### src/rtl/spi_target_mem_responder_pkg.sv
// Shared opcodes, FSM state type and status-register layout for the SPI
// memory-emulating target.
package spi_target_pkg;

  localparam logic [7:0] OP_READ  = 8'h03;
  localparam logic [7:0] OP_WRITE = 8'h02;
  localparam logic [7:0] OP_RDSR  = 8'h05;
  localparam logic [7:0] OP_WREN  = 8'h06;
  localparam logic [7:0] OP_WRDI  = 8'h04;

  localparam int unsigned STATUS_WIP_BIT = 0;
  localparam int unsigned STATUS_WEL_BIT = 1;

  typedef enum logic [2:0] {
    IDLE,
    CMD,
    ADDR,
    RD_DATA,
    WR_DATA,
    STATUS,
    IGNORE
  } state_e;

  function automatic logic [7:0] status_byte(input logic wel);
    logic [7:0] s;
    s = '0;
    s[STATUS_WEL_BIT] = wel;
    s[STATUS_WIP_BIT] = 1'b0;
    return s;
  endfunction

endpackage

### src/rtl/spi_target_mem_responder_if.sv
// SPI pad bundle between the SoC master and the memory-emulating target.
interface spi_target_mem_responder_if;
  logic sck;
  logic csn;
  logic mosi;
  logic miso;
  logic miso_oe;

  modport master (output sck, output csn, output mosi, input miso, input miso_oe);
  modport slave  (input sck, input csn, input mosi, output miso, output miso_oe);
endinterface

### src/rtl/spi_target_mem_responder_pin_sync.sv
// Synchroniser chain plus registered edge detector for one asynchronous SPI pin.
// Pin-to-pulse latency is SYNC_STAGES+1 clocks; level is aligned with the pulses.
module spi_pin_sync #(
  parameter int unsigned SYNC_STAGES = 2,
  parameter logic        RST_VAL     = 1'b0
) (
  input  logic clk,
  input  logic rst,
  input  logic pin,
  output logic level,
  output logic rise,
  output logic fall
);

  logic [SYNC_STAGES-1:0] sync;

  always_ff @(posedge clk) begin
    if (rst) begin
      sync  <= {SYNC_STAGES{RST_VAL}};
      level <= RST_VAL;
      rise  <= 1'b0;
      fall  <= 1'b0;
    end else begin
      sync  <= {sync[SYNC_STAGES-2:0], pin};
      level <= sync[SYNC_STAGES-1];
      rise  <= sync[SYNC_STAGES-1] & ~level;
      fall  <= ~sync[SYNC_STAGES-1] & level;
    end
  end

endmodule

### src/rtl/spi_target_mem_responder.sv
// Mode-0 SPI target emulating a small serial memory (READ/WRITE/RDSR/WREN/WRDI)
// with an internal synchronous-read byte array; SPI pins are oversampled in clk_i.
module spi_target_mem_responder
  import spi_target_pkg::*;
#(
  parameter int unsigned MEM_BYTES   = 256,
  parameter int unsigned SYNC_STAGES = 2
) (
  input  logic                        clk_i,
  input  logic                        rst_i,
  spi_target_mem_responder_if.slave   spi,
  output logic                        cmd_err_o,
  output logic                        wel_o
);

  localparam int unsigned AW = $clog2(MEM_BYTES);

  logic sck_level, sck_rise, sck_fall;
  logic csn_level, cs_fall, cs_rise;
  logic mosi_level, mosi_rise, mosi_fall;

  spi_pin_sync #(.SYNC_STAGES(SYNC_STAGES), .RST_VAL(1'b0)) u_sync_sck (
    .clk(clk_i), .rst(rst_i), .pin(spi.sck),
    .level(sck_level), .rise(sck_rise), .fall(sck_fall)
  );

  // csn idles high, so its synchroniser resets high to avoid a false select.
  spi_pin_sync #(.SYNC_STAGES(SYNC_STAGES), .RST_VAL(1'b1)) u_sync_csn (
    .clk(clk_i), .rst(rst_i), .pin(spi.csn),
    .level(csn_level), .rise(cs_rise), .fall(cs_fall)
  );

  spi_pin_sync #(.SYNC_STAGES(SYNC_STAGES), .RST_VAL(1'b0)) u_sync_mosi (
    .clk(clk_i), .rst(rst_i), .pin(spi.mosi),
    .level(mosi_level), .rise(mosi_rise), .fall(mosi_fall)
  );

  logic unused;
  assign unused = &{1'b0, sck_level, csn_level, mosi_rise, mosi_fall};

  state_e          state, state_next;
  logic [2:0]      bit_cnt;
  logic [4:0]      addr_cnt;
  logic [6:0]      shift_in;
  logic [7:0]      shift_out;
  logic [AW-1:0]   addr;
  logic            is_write;
  logic            wel;
  logic            cmd_err;
  logic            load_pending;
  logic            miso;
  logic [7:0]      rd_data;
  logic [7:0]      opcode;
  logic [7:0]      load_val;
  logic            take_bit, byte_done;
  logic            set_wel, clr_wel, cmd_bad, go_write;
  logic            mem_we;
  logic [7:0]      mem [MEM_BYTES];

  assign opcode   = {shift_in, mosi_level};
  assign load_val = (state == STATUS) ? status_byte(wel) : rd_data;

  always_ff @(posedge clk_i) begin
    if (rst_i) state <= IDLE;
    else       state <= state_next;
  end

  always_comb begin
    state_next = state;
    take_bit   = 1'b0;
    byte_done  = 1'b0;
    set_wel    = 1'b0;
    clr_wel    = 1'b0;
    cmd_bad    = 1'b0;
    go_write   = 1'b0;
    // cs_rise dominates a coincident sck_rise: the bit is not taken.
    if (cs_rise) begin
      state_next = IDLE;
    end else begin
      take_bit  = sck_rise && (state inside {CMD, ADDR, RD_DATA, WR_DATA, STATUS});
      byte_done = take_bit && (bit_cnt == 3'd7);
      unique case (state)
        IDLE: if (cs_fall) state_next = CMD;
        CMD: begin
          if (byte_done) begin
            case (opcode)
              OP_READ:  state_next = ADDR;
              OP_WRITE: begin state_next = ADDR; go_write = 1'b1; end
              OP_RDSR:  state_next = STATUS;
              OP_WREN:  begin state_next = IGNORE; set_wel = 1'b1; end
              OP_WRDI:  begin state_next = IGNORE; clr_wel = 1'b1; end
              default:  begin state_next = IGNORE; cmd_bad = 1'b1; end
            endcase
          end
        end
        ADDR: if (take_bit && addr_cnt == 5'd23) state_next = is_write ? WR_DATA : RD_DATA;
        default: ;
      endcase
    end
  end

  assign mem_we = byte_done && (state == WR_DATA) && wel && !rst_i;

  always_ff @(posedge clk_i) begin
    if (rst_i) begin
      bit_cnt      <= '0;
      addr_cnt     <= '0;
      shift_in     <= '0;
      shift_out    <= '0;
      addr         <= '0;
      is_write     <= 1'b0;
      wel          <= 1'b0;
      cmd_err      <= 1'b0;
      load_pending <= 1'b0;
      miso         <= 1'b0;
    end else begin
      cmd_err <= cmd_bad;

      if (cs_fall || state_next == IDLE) bit_cnt <= '0;
      else if (take_bit)                 bit_cnt <= bit_cnt + 1'b1;

      if (take_bit) shift_in <= {shift_in[5:0], mosi_level};

      if (state == CMD)                         addr_cnt <= '0;
      else if (take_bit && state == ADDR)       addr_cnt <= addr_cnt + 1'b1;

      if (take_bit && state == ADDR)
        addr <= {addr[AW-2:0], mosi_level};
      else if (byte_done && (state inside {RD_DATA, WR_DATA}))
        addr <= addr + 1'b1;

      if (go_write)           is_write <= 1'b1;
      else if (state == IDLE) is_write <= 1'b0;

      if (cs_rise && is_write) wel <= 1'b0;
      else if (set_wel)        wel <= 1'b1;
      else if (clr_wel)        wel <= 1'b0;

      // Each byte boundary arms a reload; the next sck_fall presents its MSB.
      if (state_next inside {RD_DATA, STATUS}) begin
        if (byte_done) begin
          load_pending <= 1'b1;
        end else if (sck_fall) begin
          if (load_pending) begin
            miso         <= load_val[7];
            shift_out    <= {load_val[6:0], 1'b0};
            load_pending <= 1'b0;
          end else begin
            miso      <= shift_out[7];
            shift_out <= {shift_out[6:0], 1'b0};
          end
        end
      end else begin
        miso         <= 1'b0;
        load_pending <= 1'b0;
      end
    end
  end

  always_ff @(posedge clk_i) begin
    if (mem_we) mem[addr] <= opcode;
    rd_data <= mem[addr];
  end

  assign spi.miso    = miso;
  assign spi.miso_oe = (state == RD_DATA) || (state == STATUS);
  assign cmd_err_o   = cmd_err;
  assign wel_o       = wel;

endmodule
### src/flat_wrapper.sv
// flat-port wrapper written by rule: the top's interface ports become plain ports
module spi_target_mem_responder_flat import spi_target_pkg::*;
#(
  parameter int unsigned MEM_BYTES   = 256,
  parameter int unsigned SYNC_STAGES = 2
)
  (clk_i, rst_i, cmd_err_o, wel_o, spi_sck, spi_csn, spi_mosi, spi_miso, spi_miso_oe);
  spi_target_mem_responder_if spi_i ();
  input  logic clk_i;
  input  logic rst_i;
  output logic cmd_err_o;
  output logic wel_o;
  input wire logic [$bits(spi_i.sck)-1:0] spi_sck;
  input wire logic [$bits(spi_i.csn)-1:0] spi_csn;
  input wire logic [$bits(spi_i.mosi)-1:0] spi_mosi;
  output wire logic [$bits(spi_i.miso)-1:0] spi_miso;
  output wire logic [$bits(spi_i.miso_oe)-1:0] spi_miso_oe;
  assign spi_i.sck = spi_sck;
  assign spi_i.csn = spi_csn;
  assign spi_i.mosi = spi_mosi;
  assign spi_miso = spi_i.miso;
  assign spi_miso_oe = spi_i.miso_oe;
  spi_target_mem_responder #(.MEM_BYTES(MEM_BYTES), .SYNC_STAGES(SYNC_STAGES)) u_core (.clk_i(clk_i), .rst_i(rst_i), .spi(spi_i), .cmd_err_o(cmd_err_o), .wel_o(wel_o));
endmodule
### config.mk
export PLATFORM = sky130hd
export DESIGN_NAME = spi_target_mem_responder_flat
export DESIGN_NICKNAME = d
export VERILOG_FILES = /design/src/rtl/spi_target_mem_responder_pkg.sv /design/src/rtl/spi_target_mem_responder_if.sv /design/src/rtl/spi_target_mem_responder_pin_sync.sv /design/src/rtl/spi_target_mem_responder.sv /design/src/flat_wrapper.sv
export SDC_FILE = /design/constraint.sdc
export NUM_CORES = 2
export LEC_CHECK = 0
export BUFFER_PORTS_ARGS = -buffer_cell sky130_fd_sc_hd__buf_2
export CORE_MARGIN = 3
export CORE_UTILIZATION = 65
export CTS_BUF_LIST = sky130_fd_sc_hd__clkbuf_4 sky130_fd_sc_hd__clkbuf_8
export DETAILED_ROUTE_END_ITERATION = 12
export GPL_ROUTABILITY_DRIVEN = 0
export PLACE_DENSITY = 0.8
export SYNTH_ARGS = -nofsm -noshare
export SYNTH_HDL_FRONTEND = slang
export SYNTH_SLANG_ARGS = --single-unit
### constraint.sdc
create_clock -name clk_i -period 11.7 [get_ports clk_i]
set_input_delay 2.34 -clock clk_i [delete_from_list [all_inputs] [get_ports clk_i]]
set_output_delay 2.34 -clock clk_i [all_outputs]
set_load 0.02 [all_outputs]
# Word level (Yosys, flattened, before mapping)
# Memory sizes are Yosys's and may differ from the RTL's. A register that Yosys moved wholly into a read port is not among the register bits.
# Index checks and enable logic that the tools add are counted.
[word_totals] rom_bits=0 ram_bits=2048 latchBits=0 register_bits=52 memories=1
[memory_table] name="u_core.mem" words=256 width=8 rd=1 rd_clocked_by_memory_dff=1 wr=1 line_no="spi_target_mem_responder.sv:58" rtl="logic [7:0] mem [MEM_BYTES];"
[op_classes] order_cmp=0 bitwise=12 reduce_logical=30 eq_ne=14 add_sub_neg=3 n_mul=0 shifts=0 mux=35 div=0
[ops] op="$mux 8" count=4
[ops] op="$eq 8x3->1 const B" count=3
[ops] op="$mux 1" count=24
[ops] op="$eq 8x2->1 const B" count=2
[ops] op="$mux 3" count=5
[ops] op="$eq 3x3->1 const B" count=4
[ops] op="$reduce_bool 2->1" count=6
[ops] op="$reduce_or 2->1" count=5
[ops] op="$eq 3x2->1 const B" count=3
[ops] op="$logic_and 1x1->1" count=9
[ops] op="$pmux 3 s3" count=1
[ops] op="$add 8x1->8 const B" count=1
[ops] op="$not 1->1" count=8
[ops] op="$logic_not 3->1" count=2
[ops] op="$pmux 3 s2" count=1
[ops] op="$add 5x1->5 const B" count=1
[ops] op="$eq 5x5->1 const B" count=1
[ops] op="$reduce_bool 5->1" count=1
[ops] op="$reduce_or 5->1" count=1
[ops] op="$and 1x1->1" count=4
[ops] op="$reduce_or 4->1" count=1
[ops] op="$add 3x1->3 const B" count=1
[ops] op="$eq 3x1->1 const B" count=1
[ops] op="$reduce_and 3->1" count=1
[ops] op="other kinds (3)" count=4

# Logic depth before layout (Yosys ltp)
[logic_depth] depth_word=11 mapped_depth=14 depth_no_buf=8

# By module
# From an unflattened synthesis, not the netlist that was laid out.
[hier_totals] cells_unflattened=3934 hier_area_um2=81908.6
[by_module_without_submodules] module="spi_target_mem_responder" seq_area_each_um2=62419.9 area_each_um2=81506.9 n_inst=1 cells_each=3904
[by_module_without_submodules] module="spi_pin_sync" seq_area_each_um2=100.1 area_each_um2=133.9 n_inst=3 cells_each=10

# Worst setup path after synthesis
# No wires, ideal clock.
[synth_timing] kind="reg2reg" start="register u_core.shift_in[5]" end="register u_core.shift_out[6]" arrival_time_ns=5.423 slack_ns=6.136 n_path_buf=1 stages_incl_launch_ff=9 setup_time_ns=0.140 cell_sequence="dfxtp_1 or4_4 nor4_1 or4_1 a22oi_1 nor3_1 clkbuf_1 a21oi_1 a311oi_2"
[synth_between] elab_chain_cells=9 word_cells_on_any_way=12 cone_classes="eq/ne (5); mux (4); reduce/logical (3)"
[synth_rtl] element="start: declaration" line_no="spi_target_mem_responder.sv:44" rtl="logic [6:0] shift_in;"
[synth_rtl] element="start signal: assignment" line_no="spi_target_mem_responder.sv:122" rtl="if (take_bit) shift_in <= {shift_in[5:0], mosi_level};"
[synth_rtl] element="$eq 8x2->1" line_no="spi_target_mem_responder.sv:86" rtl="case (opcode)"
[synth_rtl] element="$reduce_or 2->1 (no source line)"
[synth_rtl] element="$pmux 3 s2 (*)" line_no="spi_target_mem_responder.sv:86"
[synth_rtl] element="$mux 3 (*)" line_no="spi_target_mem_responder.sv:85" rtl="if (byte_done) begin"
[synth_rtl] element="$pmux 3 s3 (*)" line_no="spi_target_mem_responder.sv:82" rtl="unique case (state)"
[synth_rtl] element="$mux 3 (*)" line_no="spi_target_mem_responder.sv:77" rtl="if (cs_rise) begin"
[synth_rtl] element="$eq 3x2->1 or $eq 3x3->1 (tied branches)" line_no="spi_target_mem_responder.sv:140" rtl="if (state_next inside {RD_DATA, STATUS}) begin"
[synth_rtl] element="$reduce_bool 2->1 (*)" line_no="spi_target_mem_responder.sv:140"
[synth_rtl] element="$reduce_and 3->1 (no source line) (*)"
[synth_rtl] element="end signal: assignment" line_no="spi_target_mem_responder.sv:146" rtl="shift_out <= {load_val[6:0], 1'b0};"
[synth_rtl] element="end signal: assignment" line_no="spi_target_mem_responder.sv:150" rtl="shift_out <= {shift_out[6:0], 1'b0};"
[synth_rtl] element="end: declaration" line_no="spi_target_mem_responder.sv:45" rtl="logic [7:0] shift_out;"
# Mark *: on every way between the ends. The rest lies on a longest branch, timed or not.
# A chain may end at the register's enable or synchronous reset.

# Final worst setup path
[layout_timing] start="register u_core.addr[1]" end="memory u_core.mem[110][6], enable pin"
[layout_rtl] element="start: declaration" line_no="spi_target_mem_responder.sv:46" rtl="logic [AW-1:0] addr;"
[layout_rtl] element="start signal: assignment" line_no="spi_target_mem_responder.sv:128" rtl="addr <= {addr[AW-2:0], mosi_level};"
[layout_rtl] element="start signal: assignment" line_no="spi_target_mem_responder.sv:130" rtl="addr <= addr + 1'b1;"
[layout_rtl] element="end: declaration" line_no="spi_target_mem_responder.sv:58"
# Straight into the memory's write port.

==> impl_metrics.py <==
metrics = {
    "run_status": {
        "status": "complete, no violations",
    },
    "global_routing": {
        "grt-ovfl-total": 0,
        "grt_usage": 0.326,
        "grt_pass1_vias": 41600,
        "antenna_found_initial": 6,
        "grt_max_degree": 201,
        "grt_pass1_wl_um": 301000,
    },
    "route": {
        "via_per_inst": 7.22,
        "drc": 0,
        "post_drt_wl_per_cell_um": 35.3,
        "ant_nets": 0,
        "vias": 42400,
        "first_pass_iters": 10,
        "finalWirelength_um": 208000,
        "drtIter0Drc": 7358,
    },
    "placed_design": {
        "pre_cts_slack_ns": 5.84,
        "dp_hpwl_um": 124000,
        "io_buffer_count": 8,
    },
    "cells_and_area": {
        "drive_above_1_share": 0.277,
        "finalNetCount": 4012,
        "final_common_cell": "edfxtp_1",
        "syn2layout_area_growth_pct": 9.86,
        "final_cell_mix": "2048 x edfxtp_1, 560 x mux4_2, 349 x clkbuf_8, 299 x nor2_1, 103 x nand2_1",
    },
    "logic_synthesis": {
        "ys_seq_area_frac": 0.767,
        "ys_types": 62,
        "yosysWarningCount": 0,
        "synth-main-ff-cell": "edfxtp_1",
        "ys_ff_latch": 2107,
        "synth-edff-count": 2048,
        "synth_area_um2": 81800,
        "synthArstFlopShare": 0,
        "synth.avg_cell_area_um2": 21.5,
        "postSynthCellCount": 3802,
        "syn-num-nets": 3814,
    },
    "sta": {
        "worstMarginPinSlew_ns": 1.39,
        "setup_viol": 0,
        "hold_violations": 0,
        "finalSetupTns_ns": 0,
        "max_freq_mhz": 195,
        "rsz0062_at_grt": "false",
        "period_needed_ns": 5.13,
        "finClkSkew_ns": 0.0765,
        "period_share": 0.438,
        "worst_slack_ns": 6.57,
        "slew_violations": 0,
        "slew_headroom": 0.0672,
    },
    "setup_path": {
        "reg2reg_from": "u_core.addr[1]",
        "crit_type": "reg2reg",
        "reg2reg_slack_ns": 6.57,
        "reg2reg_to": "u_core.mem[110][6]",
        "reg2regPathDepth": 5,
        "required_ns": 12.32,
        "startpoint": "u_core.addr[1]",
        "worst_setup_path_start_kind": "register",
        "cp.arrival_ns": 5.75,
        "worst_setup_path_end_kind": "register",
        "critPathMaxFanout": 122,
    },
    "clock_tree": {
        "ctsLongestPathBuffers": 4,
        "post_cts_buffers": 0,
        "cts_resized": 0,
        "clkSinkCount": 2107,
        "clk_pin_slew_ns": 0.07,
        "clk_latency_ns": 1.04,
        "root_buffer": "clkbuf_8",
        "cts_hold_buf": 0,
        "cts_tree": "done",
        "h-tree-depth": 5,
        "cts_buffers": 333,
    },
    "job": {
        "drv_cap": 0,
    },
    "worst_hold_path": {
        "holdPathStages": 1,
        "hold_path_class": "reg2reg",
        "holdPathEnd": "u_core.u_sync_sck.rise",
        "hp-start": "u_core.u_sync_sck.level",
    },
    "floorplanning": {
        "io_pins": 9,
        "fp-row-count": 129,
        "start_util": 0.658,
        "core-area_um2": 124000,
        "dieArea_um2": 130000,
        "die_h_um": 361,
        "dieWidth_um": 361,
    },
    "power_and_ir_drop": {
        "ir_drop_uv": 131,
        "p_clk_frac": 0.425,
        "p_comb_frac": 0.001,
        "switching_share": 0.196,
        "p_leak_nw": 27.1,
        "p_per_area_nw_per_um2": 158,
        "p_sw_mw": 2.78,
        "seq_power_share": 0.574,
        "intPower_mw": 11.4,
    },
}
==> layout make-up <==
class | instances | area, µm²
sequential | 2107 | 62700
fill | 6792 | 34500
multi-input combinational | 1462 | 17900
clock buffer | 438 | 5470
tap | 1637 | 2050
clock inverter | 130 | 845
timing repair buffer | 87 | 746
inverter | 9 | 33.8
antenna | 8 | 20.0
==> flip-flops by register name, indices dropped and copies added, names as in the netlist, 2 cells and up <==
register / cells
u_core.shift_out: 7
u_core.u_sync_sck.sync: 2
u_core.addr: 8
u_core.addr_cnt: 5
u_core.state: 3
u_core.u_sync_csn.sync: 2
u_core.rd_data: 8
u_core.bit_cnt: 3
u_core.u_sync_mosi.sync: 2
u_core.shift_in: 7
u_core.mem: 2048
==> cells in the mapped netlist (5+ instances only) <==
master    number  area [µm²]
and2_1        10        62.6
a21oi_1       25         125
nor2_1       300        1130
edfxtp_1    2048       61500
a22o_1        18         158
o22ai_1       18         113
o32ai_1        5        43.8
a22oi_1       30         225
nor3_1        38         190
mux2i_1      101        1010
nand2b_1      12        75.1
ha_1           7        87.6
buf_4         28         210
inv_1          7        26.3
buf_1         22        82.6
nand4_1       20         125
a211oi_1      12        90.1
buf_2         56         280
o211ai_1       5        37.5
xor2_1         7        61.3
a311oi_1       5        43.8
nor4_1        13        81.3
buf_6         17         191
clkbuf_1     101         379
nand2_1      103         387
dfxtp_1       59        1180
or2_2          5        31.3
and3_1         9        56.3
mux2_2         8        90.1
nor2b_1       24         150
or3_1          5        31.3
o21ai_0       18        90.1
a221oi_1      23         201
mux4_2       560       12600
nand3_1       28         140
==> per-layer routing <==
metal	track usage	wire (µm)
met1	0.464	72200
met5	0.00182	147
met2	0.465	92800
met4	0.149	10800
met3	0.112	31600
==> how the worst max path moves through the flow <==
stage,endpoint,cells past startpoint
2_1_floorplan,u_core.shift_out[6],8
3_3_place_gp,u_core.mem[205][1],6
3_5_place_dp,u_core.mem[110][4],6
4_1_cts,u_core.mem[110][6],5
5_1_grt,u_core.rd_data[5],9
6_report,u_core.mem[110][6],5
==> power by group through the flow <==
stage | Sequential [mW] | Clock [mW] | Combinational (mW)
after floorplan | 8.32 | 0 | 0.00500
after global placement | 8.32 | 0 | 0.0132
after detailed placement | 8.32 | 0 | 0.0136
after CTS | 8.16 | 6.08 | 0.0137
after global routing | 8.15 | 6.43 | 0.0150
final | 8.16 | 6.04 | 0.0139
==> worst max-delay path: stages (launching register included) <==
cell,delay (ns)
dfxtp_4,0.85
buf_4,0.76
buf_12,0.48
ha_1,0.49
nand3_1,0.88
nor2_1,1.00
==> cells by family after synthesis <==
kind of cell               share of synthesized area
adders and majority gates                    0.00107
xor gates and xnor gates                     0.00118
buffers and inverters                         0.0144
AOI/OAI and AO/OA                             0.0171
muxes                                          0.168
DFF                                            0.767
and+or+nand+nor                               0.0319
==> per-stage QoR <==
stage | utilization | hold WS, ns | power, mW | instances | cell area (µm²)
floorplan | - | 0.383 | 8.33 | 3802 | 81800
global placement | 0.672 | 0.402 | 8.33 | 5302 | 83500
detailed placement | 0.672 | 0.413 | 8.33 | 5302 | 83500
CTS | 0.723 | 0.424 | 14.3 | 5870 | 89800
global route | 0.723 | 0.433 | 14.6 | 5871 | 89800
finish | 0.723 | 0.422 | 14.2 | 5878 | 89800
No activity file was read; power rests on OpenSTA's default activity.
